==> config.mk <==
export PLATFORM = sky130hd
export DESIGN_NAME = arith_result_stage
export DESIGN_NICKNAME = d
export VERILOG_FILES = /design/src/rtl/arith_result_stage.sv
export SDC_FILE = /design/constraint.sdc
export NUM_CORES = 1
export LEC_CHECK = 0
export CORE_ASPECT_RATIO = 1.75
export CORE_MARGIN = 2
export CORE_UTILIZATION = 50
export CTS_BUF_LIST = sky130_fd_sc_hd__clkbuf_4
export DETAILED_ROUTE_END_ITERATION = 8
export GPL_TIMING_DRIVEN = 0
export HOLD_SLACK_MARGIN = 0.02
export PLACE_DENSITY = 0.81
export SYNTH_ARGS = -nofsm -noshare
export SYNTH_HDL_FRONTEND = slang
export SYNTH_SLANG_ARGS = --single-unit
==> constraint.sdc <==
create_clock -name clk -period 2.15 [get_ports clk]
set_clock_uncertainty 0.1 [all_clocks]
set_input_delay 0.3225 -clock clk [delete_from_list [all_inputs] [get_ports clk]]
set_output_delay 0.3225 -clock clk [all_outputs]
set_load 0.02 [all_outputs]
==> src/rtl/arith_result_stage.sv <==
// ---------------------------------------------------------------------------
// arith_result_stage
//
// Two-entry result FIFO placed behind the arithmetic unit. Each entry holds
// the result word and its CO/OVF/N/Z flags. The stage also keeps sticky
// overflow/carry flags and a count of accepted entries.
//
// Build option:
//   ARITH_RESULT_SATURATE_EN -- when defined, an entry that arrives with
//   OVF set is stored as the saturated result instead of the wrapped one.
//   The saturated value is the largest positive number when CO=0, and the
//   most negative number when CO=1. N follows CO and Z is forced to 0.
//   CO and OVF are stored as they arrived.
//
// Parameters:
//   W   data width of the result word
//   CW  width of the accepted-operation counter
//
// Ports:
//   clk, rst_n         clock; asynchronous active-low reset
//   in_valid/in_ready  upstream handshake. in_ready comes from a register.
//   res_in, *_in       result and flags from the arithmetic unit
//   out_valid/out_ready downstream handshake on the head entry
//   res_out, *_out     head entry. These read 0 while out_valid=0.
//   sticky_ovf/co      OR of OVF/CO over all accepted entries
//   clr_sticky         synchronous clear of the sticky flags and op_cnt
//   op_cnt             accepted entries, modulo 2^CW
// ---------------------------------------------------------------------------
module arith_result_stage #(
   parameter int W  = 8,
   parameter int CW = 8
) (
   input  logic          clk,
   input  logic          rst_n,
   input  logic          in_valid,
   output logic          in_ready,
   input  logic [W-1:0]  res_in,
   input  logic          co_in,
   input  logic          ovf_in,
   input  logic          n_in,
   input  logic          z_in,
   output logic          out_valid,
   input  logic          out_ready,
   output logic [W-1:0]  res_out,
   output logic          co_out,
   output logic          ovf_out,
   output logic          n_out,
   output logic          z_out,
   output logic          sticky_ovf,
   output logic          sticky_co,
   input  logic          clr_sticky,
   output logic [CW-1:0] op_cnt
);

   typedef struct packed {
      logic [W-1:0] res;
      logic         co;
      logic         ovf;
      logic         n;
      logic         z;
   } entry_t;

   entry_t          mem_q [2];
   entry_t          wr_entry;
   entry_t          head;
   logic            rd_ptr_q;
   logic            wr_ptr_q;
   logic [1:0]      occ_q;
   logic [1:0]      occ_d;
   logic            in_ready_q;
   logic            out_valid_q;
   logic            sticky_ovf_q;
   logic            sticky_co_q;
   logic [CW-1:0]   op_cnt_q;
   logic            push;
   logic            pop;

   // The handshake outputs come straight from flops. This keeps out_ready
   // from reaching in_ready through any combinational path.
   assign in_ready  = in_ready_q;
   assign out_valid = out_valid_q;

   assign push = in_valid  & in_ready_q;
   assign pop  = out_valid_q & out_ready;

   // Form the entry that will be written on a push.
   always_comb begin
      wr_entry.res = res_in;
      wr_entry.co  = co_in;
      wr_entry.ovf = ovf_in;
      wr_entry.n   = n_in;
      wr_entry.z   = z_in;
`ifdef ARITH_RESULT_SATURATE_EN
      // Here CO acts as the sign of the true result. CO=0 means positive
      // overflow, so store the largest positive value. CO=1 means negative
      // overflow, so store the most negative value.
      if (ovf_in) begin
         wr_entry.res = co_in ? {1'b1, {(W-1){1'b0}}} : {1'b0, {(W-1){1'b1}}};
         wr_entry.n   = co_in;
         wr_entry.z   = 1'b0;
      end
`endif
   end

   // NOTE: the entry storage has no reset. The handshake and the output
   // masking depend only on occupancy. After a reset the stale contents
   // cannot be seen, so a reset on this wide datapath would add nothing.
   always_ff @(posedge clk) begin
      if (push) begin
         mem_q[wr_ptr_q] <= wr_entry;
      end
   end

   // Next occupancy. A push and a pop in the same cycle cancel out.
   always_comb begin
      occ_d = occ_q;
      unique case ({push, pop})
         2'b10:   occ_d = occ_q + 2'd1;
         2'b01:   occ_d = occ_q - 2'd1;
         default: occ_d = occ_q;
      endcase
   end

   // NOTE: sequential state uses non-blocking assignments. All flops
   // therefore sample the values from before the clock edge, and their
   // order in the code does not matter.
   always_ff @(posedge clk or negedge rst_n) begin
      if (!rst_n) begin
         occ_q       <= 2'd0;
         rd_ptr_q    <= 1'b0;
         wr_ptr_q    <= 1'b0;
         in_ready_q  <= 1'b1;
         out_valid_q <= 1'b0;
      end else begin
         occ_q       <= occ_d;
         in_ready_q  <= (occ_d != 2'd2);
         out_valid_q <= (occ_d != 2'd0);
         if (push) wr_ptr_q <= ~wr_ptr_q;
         if (pop)  rd_ptr_q <= ~rd_ptr_q;
      end
   end

   // Sticky flags and counter. A clear that lands in the same cycle as a
   // push starts the new period with that entry already counted.
   always_ff @(posedge clk or negedge rst_n) begin
      if (!rst_n) begin
         sticky_ovf_q <= 1'b0;
         sticky_co_q  <= 1'b0;
         op_cnt_q     <= '0;
      end else if (clr_sticky) begin
         sticky_ovf_q <= push & ovf_in;
         sticky_co_q  <= push & co_in;
         op_cnt_q     <= push ? CW'(1) : '0;
      end else if (push) begin
         sticky_ovf_q <= sticky_ovf_q | ovf_in;
         sticky_co_q  <= sticky_co_q  | co_in;
         op_cnt_q     <= op_cnt_q + CW'(1);
      end
   end

   // The head entry reads as all zeros while the FIFO is empty.
   always_comb begin
      head = '0;
      if (out_valid_q) head = mem_q[rd_ptr_q];
   end

   assign res_out    = head.res;
   assign co_out     = head.co;
   assign ovf_out    = head.ovf;
   assign n_out      = head.n;
   assign z_out      = head.z;
   assign sticky_ovf = sticky_ovf_q;
   assign sticky_co  = sticky_co_q;
   assign op_cnt     = op_cnt_q;

endmodule
==> impl_metrics.csv, run 1 <==
group,metric,value,unit
grt,grt_usage,18.8,%
synth,synthFlopType,"edfxtp_1",
clock_network,h-tree-depth,2,
placed_design,io_buffers,39,
detailed_routing,wl,3080,um
finish,drive_gt1_share,12.5,%
detailed_routing,viasPerCell,5.34,
critical_path,critPathKind,"flop to output pin",
critical_path,crit_path_start_kind,"flop",
grt,grt_pass1_vias,1117,
clock_network,ctsLongestPathBuffers,2,
synth,async_flop_share,40.0,%
critical_path,reg2reg_setup_slack,0.15,ns
sta,finalSetupViolations,0,
floorplanning,dieArea,0.00381,mm2
finish,diodes,0,
sta,min_period_over_period,95.9,%
synth,synth_seq_cells,40,
placed_design,gp_congestion,0.733,
synth,yosys-top-cells-area,"edfxtp_1, dfrtp_1, mux2i_1, nor2b_1, a21oi_1",
synth,syn_nets,139,
detailed_routing,drc,0,
finish,fill_cells,237,
sta,finalHoldViolations,0,
status,outcome,"finished clean",
power,p_per_area,1200,mW/mm2
critical_path,crit_end,"res_out[7]",
synth,synth_top_family_by_area,"simple AND/OR/NAND/NOR gates",
critical_path,cpPeakStageDelay,0.61,ns
finish,multi_input_area,502,um2
finish,layout_commonest_cell,"clkdlybuf4s50_1",
floorplanning,row_count,27,
sta,setup_ws,0.0883,ns
critical_path,arrival,1.64,ns
critical_path,reg2reg_to,"out_valid$_DFF_PN0_",
power,power,0.00264,W
synth,yosys_warnings,0,
sta,fmax,0.485,GHz
sta,rsz0062_at_grt,"false",
clock_network,ctsRootBufferMaster,"clkbuf_4",
detailed_routing,wl_per_cell,14.6,um
sta,slew_violations,0,
finish,regArea,0.00112,mm2
clock_network,hold_buffers,0,
floorplanning,core-area,0.00314,mm2
grt,grt_pass1_wl,4990,um
placed_design,hpwl,2220,um
grt,grt_max_degree,17,
floorplanning,die_x,47.5,um
job,cap_violations,0,
critical_path,slowest_stage,"clkdlybuf4s50_1",
finish,area_delta_synth_final,33.0,%
clock_network,path_clk_slew,0.12,ns
power,ir_worst_vdd,1.14,mV
critical_path,cp.required,1.73,ns
synth,synth_compound_area_share,4.98,%
detailed_routing,ant_nets,0,
worst_hold_path,hp-class,"primary input to flop",
floorplanning,io_pins,41,
clock_network,cts_num_sinks,40,
synth,muxShareOfSynthArea,7.25,%
critical_path,crit_chain,"mux2i_1, nor2b_1, clkdlybuf4s50_1",
finish,final_nets,186,
detailed_routing,num_vias,1127,
synth,yosysSeqAreaShare,67.7,%
critical_path,r2r_cells,6,
synth,synth_top_cell_by_area,"edfxtp_1",
critical_path,crit_path_end_kind,"output pin",
grt,antenna_found_initial,0,
critical_path,cp_max_fo,4,
sta,slew_headroom,53.1,%
floorplanning,dieHeight,80.1,um
critical_path,crit_start,"rd_ptr_q$_DFFE_PN0P_",
clock_network,cts_buffers,5,
placed_design,dp_slack,-0.361,ns
synth,synth_top_area_share,43.5,%
synth,synth_xor_area_share,3.17,%
synth,synthCells,120,
synth,synth_edf_count,24,
sta,tns,0,ns
floorplanning,start_util,52.7,%
synth,syn_area,0.00166,mm2
sta,timing.final.crit_period,2.06,ns
sta,worst_pin_slew,0.701,ns
critical_path,timing.rr.start,"in_ready$_DFF_PN1_",
synth,yosys.cell_types.count,28,
clock_network,clock_latency,0.34,ns
power,power.leakage,0.880,nW
synth,syn_avg_cell_area,13.8,um2
grt,grt-ovfl-total,0,
finish,final_cell_mix,"clkdlybuf4s50_1, edfxtp_1, dfrtp_1, nor2b_1, mux2i_1",
worst_hold_path,hold_depth,2,
clock_network,tritoncts,"done",
synth,yosys.area_share.simple,12.8,%
synth,synthAdderAreaFrac,1.51,%
detailed_routing,first_pass_iters,5,
detailed_routing,initialDrtViolationCount,32,
per-stage QoR:
stage	std cells	area [um2]	hold slack, ns	utilization, %
6_report	211	2200	0.275	70.1
5_1_grt	211	2200	0.270	70.1
4_1_cts	209	2170	0.235	69.2
3_5_place_dp	202	2100	0.386	66.9
3_3_place_gp	202	2100	0.377	66.9
2_1_floorplan	120	1660	-0.0731	-
worst min path at each step:
stage	start	end	slack [ns]
2_1_floorplan	rst_n	occ_q[0]$_DFF_PN0_	-0.07
3_3_place_gp	wr_ptr_q$_DFFE_PN0P_	wr_ptr_q$_DFFE_PN0P_	0.38
3_5_place_dp	wr_ptr_q$_DFFE_PN0P_	wr_ptr_q$_DFFE_PN0P_	0.39
4_1_cts	clr_sticky	op_cnt[2]$_DFFE_PN0P_	0.24
5_1_grt	clr_sticky	op_cnt[2]$_DFFE_PN0P_	0.27
6_report	clr_sticky	op_cnt[2]$_DFFE_PN0P_	0.28
layer usage:
metal,GRT usage (%),up-vias,wire [um]
li1,-,525,-
met4,8.61,0,93
met2,31.8,46,1690
met3,5.39,10,162
met5,0,-,0
met1,20.5,546,1130
cell families after synthesis:
family | Yosys count
flip-flops | 40
AND/OR/NAND/NOR | 36
AO/OA/AOI/OAI | 15
multiplexers | 12
buffers and inverters | 9
XOR/XNOR | 6
adder cells (fa/ha/maj) | 2
report_power, final:
part	switching, W	total (W)	internal [W]
logic	0.000552	0.00103	0.000482
clock network	0.000243	0.000485	0.000242
registers	0.000108	0.00112	0.00101
total	0.000902	0.00264	0.00174
synth_stat cells, drive strengths merged (2+ instances only):
cell type	instances
nand3	6
inv	4
o21ai	6
xnor2	3
dfrtp	15
clkbuf	3
nand2	3
nor2	2
ha	2
or3	4
xor2	3
or4	2
nor2b	13
o31ai	2
mux2i	12
a21oi	6
nand4	2
buf	2
edfxtp	24
repair_timing:
action                                  in CTS  in global routing
endpoints found under the setup margin      21                  4
cloned                                       0                  0
buffers inserted                             0                  2
pin swaps                                    0                  0
gates resized for setup                     14                  4
layout make-up:
class / instances / share of cell area [%]
buffer: 4 / 1.42
clock buffer: 5 / 1.70
clock inverter: 3 / 1.93
inverter: 4 / 0.681
multi-input combinational: 71 / 22.8
sequential: 40 / 51.0
tap: 43 / 2.44
timing repair buffer: 41 / 18.1
sequential cells by signal, summed over array words and instances (netlist names):
name and cells:
in_ready 1, mem_q 24, occ_q 2, op_cnt 8, rd_ptr_q 1, sticky_ovf 1
out_valid 1, sticky_co 1, wr_ptr_q 1
worst max-delay path, delay by kind of cell, from the launching register on:
kind	cells	cell delay (ns)
DFF	1	0.46
buffers and inverters	1	0.61
muxes	1	0.13
and+or+nand+nor	1	0.10
(Power assumes the default switching activity.)
==> run 2, diff against run 1 <==
- GPL_TIMING_DRIVEN: 0 -> not set
==> impl_metrics.csv, run 2 (same netlist as run 1, synthesis figures left out) <==
group,metric,value,unit
sta,slew_headroom,53.2,%
grt,grt_pass1_vias,1164,
detailed_routing,num_vias,1122,
detailed_routing,ant_nets,0,
detailed_routing,viasPerCell,5.29,
detailed_routing,wl,3140,um
grt,antenna_found_initial,0,
finish,area_delta_synth_final,30.3,%
critical_path,critPathKind,"flop to output pin",
floorplanning,start_util,52.7,%
critical_path,cp_max_fo,7,
clock_network,path_clk_slew,0.11,ns
worst_hold_path,hp-class,"primary input to async pin",
finish,largest_register,"mem_q",
grt,grt_pass1_wl,4920,um
clock_network,ctsRootBufferMaster,"clkbuf_4",
sta,min_period_over_period,96.1,%
job,cap_violations,0,
grt,grt_usage,19.1,%
placed_design,gp_congestion,0.744,
detailed_routing,first_pass_iters,4,
sta,finalSetupViolations,0,
power,power,0.00246,W
clock_network,cts_num_sinks,40,
critical_path,crit_path_start_kind,"flop",
detailed_routing,wl_per_cell,14.8,um
critical_path,reg2reg_setup_slack,0.26,ns
power,power.leakage,0.853,nW
placed_design,io_buffers,40,
sta,tns,0,ns
finish,drive_gt1_share,13.0,%
finish,final_cell_mix,"clkdlybuf4s50_1, edfxtp_1, dfrtp_1, nor2b_1, mux2i_1",
finish,design_area,0.00216,mm2
placed_design,hpwl,2380,um
clock_network,h-tree-depth,2,
floorplanning,die_x,47.5,um
sta,finalHoldViolations,0,
critical_path,cp.required,1.73,ns
sta,setup_ws,0.0842,ns
clock_network,ctsLongestPathBuffers,2,
floorplanning,io_pins,41,
power,ir_worst_vdd,0.808,mV
sta,rsz0062_at_grt,"false",
clock_network,tritoncts,"done",
finish,diodes,0,
sta,worst_pin_slew,0.700,ns
status,outcome,"finished clean",
finish,final_nets,187,
detailed_routing,initialDrtViolationCount,21,
finish,layout_commonest_cell,"clkdlybuf4s50_1",
floorplanning,dieHeight,80.1,um
finish,largest_reg_flops,24,
critical_path,arrival,1.64,ns
clock_network,hold_buffers,0,
critical_path,crit_path_end_kind,"output pin",
floorplanning,dieArea,0.00381,mm2
detailed_routing,drc,0,
placed_design,dp_slack,0.00706,ns
grt,grt-ovfl-total,0,
floorplanning,core-area,0.00314,mm2
floorplanning,row_count,27,
clock_network,cts_buffers,5,
critical_path,r2r_cells,5,
sta,timing.final.crit_period,2.07,ns
power,p_per_area,1140,mW/mm2
sta,fmax,0.484,GHz
clock_network,clock_latency,0.34,ns
grt,grt_max_degree,17,
sta,slew_violations,0,
placed_design,dpl-instance-area,0.00211,mm2
[run 2: changes by cell type in the layout (fill, tap and decap cells not counted), moves of 2 or more]
cell / before / now
clkbuf_2: 1 / 3
dlymetal6s2s_1: 2 / 0
buf_4: 2 / 6
dlygate4sd2_1: 10 / 8
buf_6: 2 / 0
[run 2: worst max-delay path, stage by stage (launching register included)]
cell,delay [ns]
dfstp_2,0.55
buf_4,0.15
clkdlybuf4s50_1,0.61
[run 2: report_power, final]
part / switching (W) / internal [W]
Clock: 0.000226 / 0.000120
Combinational: 0.000512 / 0.000456
Sequential: 0.000135 / 0.00102
Total: 0.000872 / 0.00159
[run 2: path summary, 6_finish.rpt]
check,to,startpoint
min reg2reg,wr_ptr_q$_DFFE_PN0P_,wr_ptr_q$_DFFE_PN0P_
min,op_cnt[6]$_DFFE_PN0P_,rst_n
max reg2reg,out_valid$_DFF_PN0_,out_valid$_DFF_PN0_
max,in_ready,in_ready$_DFF_PN1_
max in group asynchronous,rd_ptr_q$_DFFE_PN0P_,rst_n
min in group clk,wr_ptr_q$_DFFE_PN0P_,wr_ptr_q$_DFFE_PN0P_
[run 2: routing by layer]
layer	routed length [um]	track usage, %
met1	1120	18.4
met2	1780	33.6
met3	176	6.29
met4	68	9.44
met5	0	0
[run 2: cell type report]
| cell class | count | area (um2) |
|---|---|---|
| inverter | 4 | 15.0 |
| sequential | 40 | 1130 |
| clock inverter | 3 | 13.8 |
| clock buffer | 5 | 37.5 |
| tap | 43 | 53.8 |
| fill | 224 | 983 |
| timing repair buffer | 46 | 420 |
| multi-input combinational | 71 | 492 |
[run 2: repair_timing]
item	in CTS	in global routing
cloned	0	0
endpoints found under the setup margin	12	4
setup buffers	2	0
resized for setup	14	7
[run 2: stage by stage]
stage | utilization, % | hold WS, ns | std cells
floorplan | - | -0.0731 | 120
global placement | 67.3 | 0.377 | 202
detailed placement | 67.3 | 0.394 | 202
CTS | 69.0 | 0.307 | 212
global route | 68.7 | 0.332 | 212
finish | 68.7 | 0.287 | 212
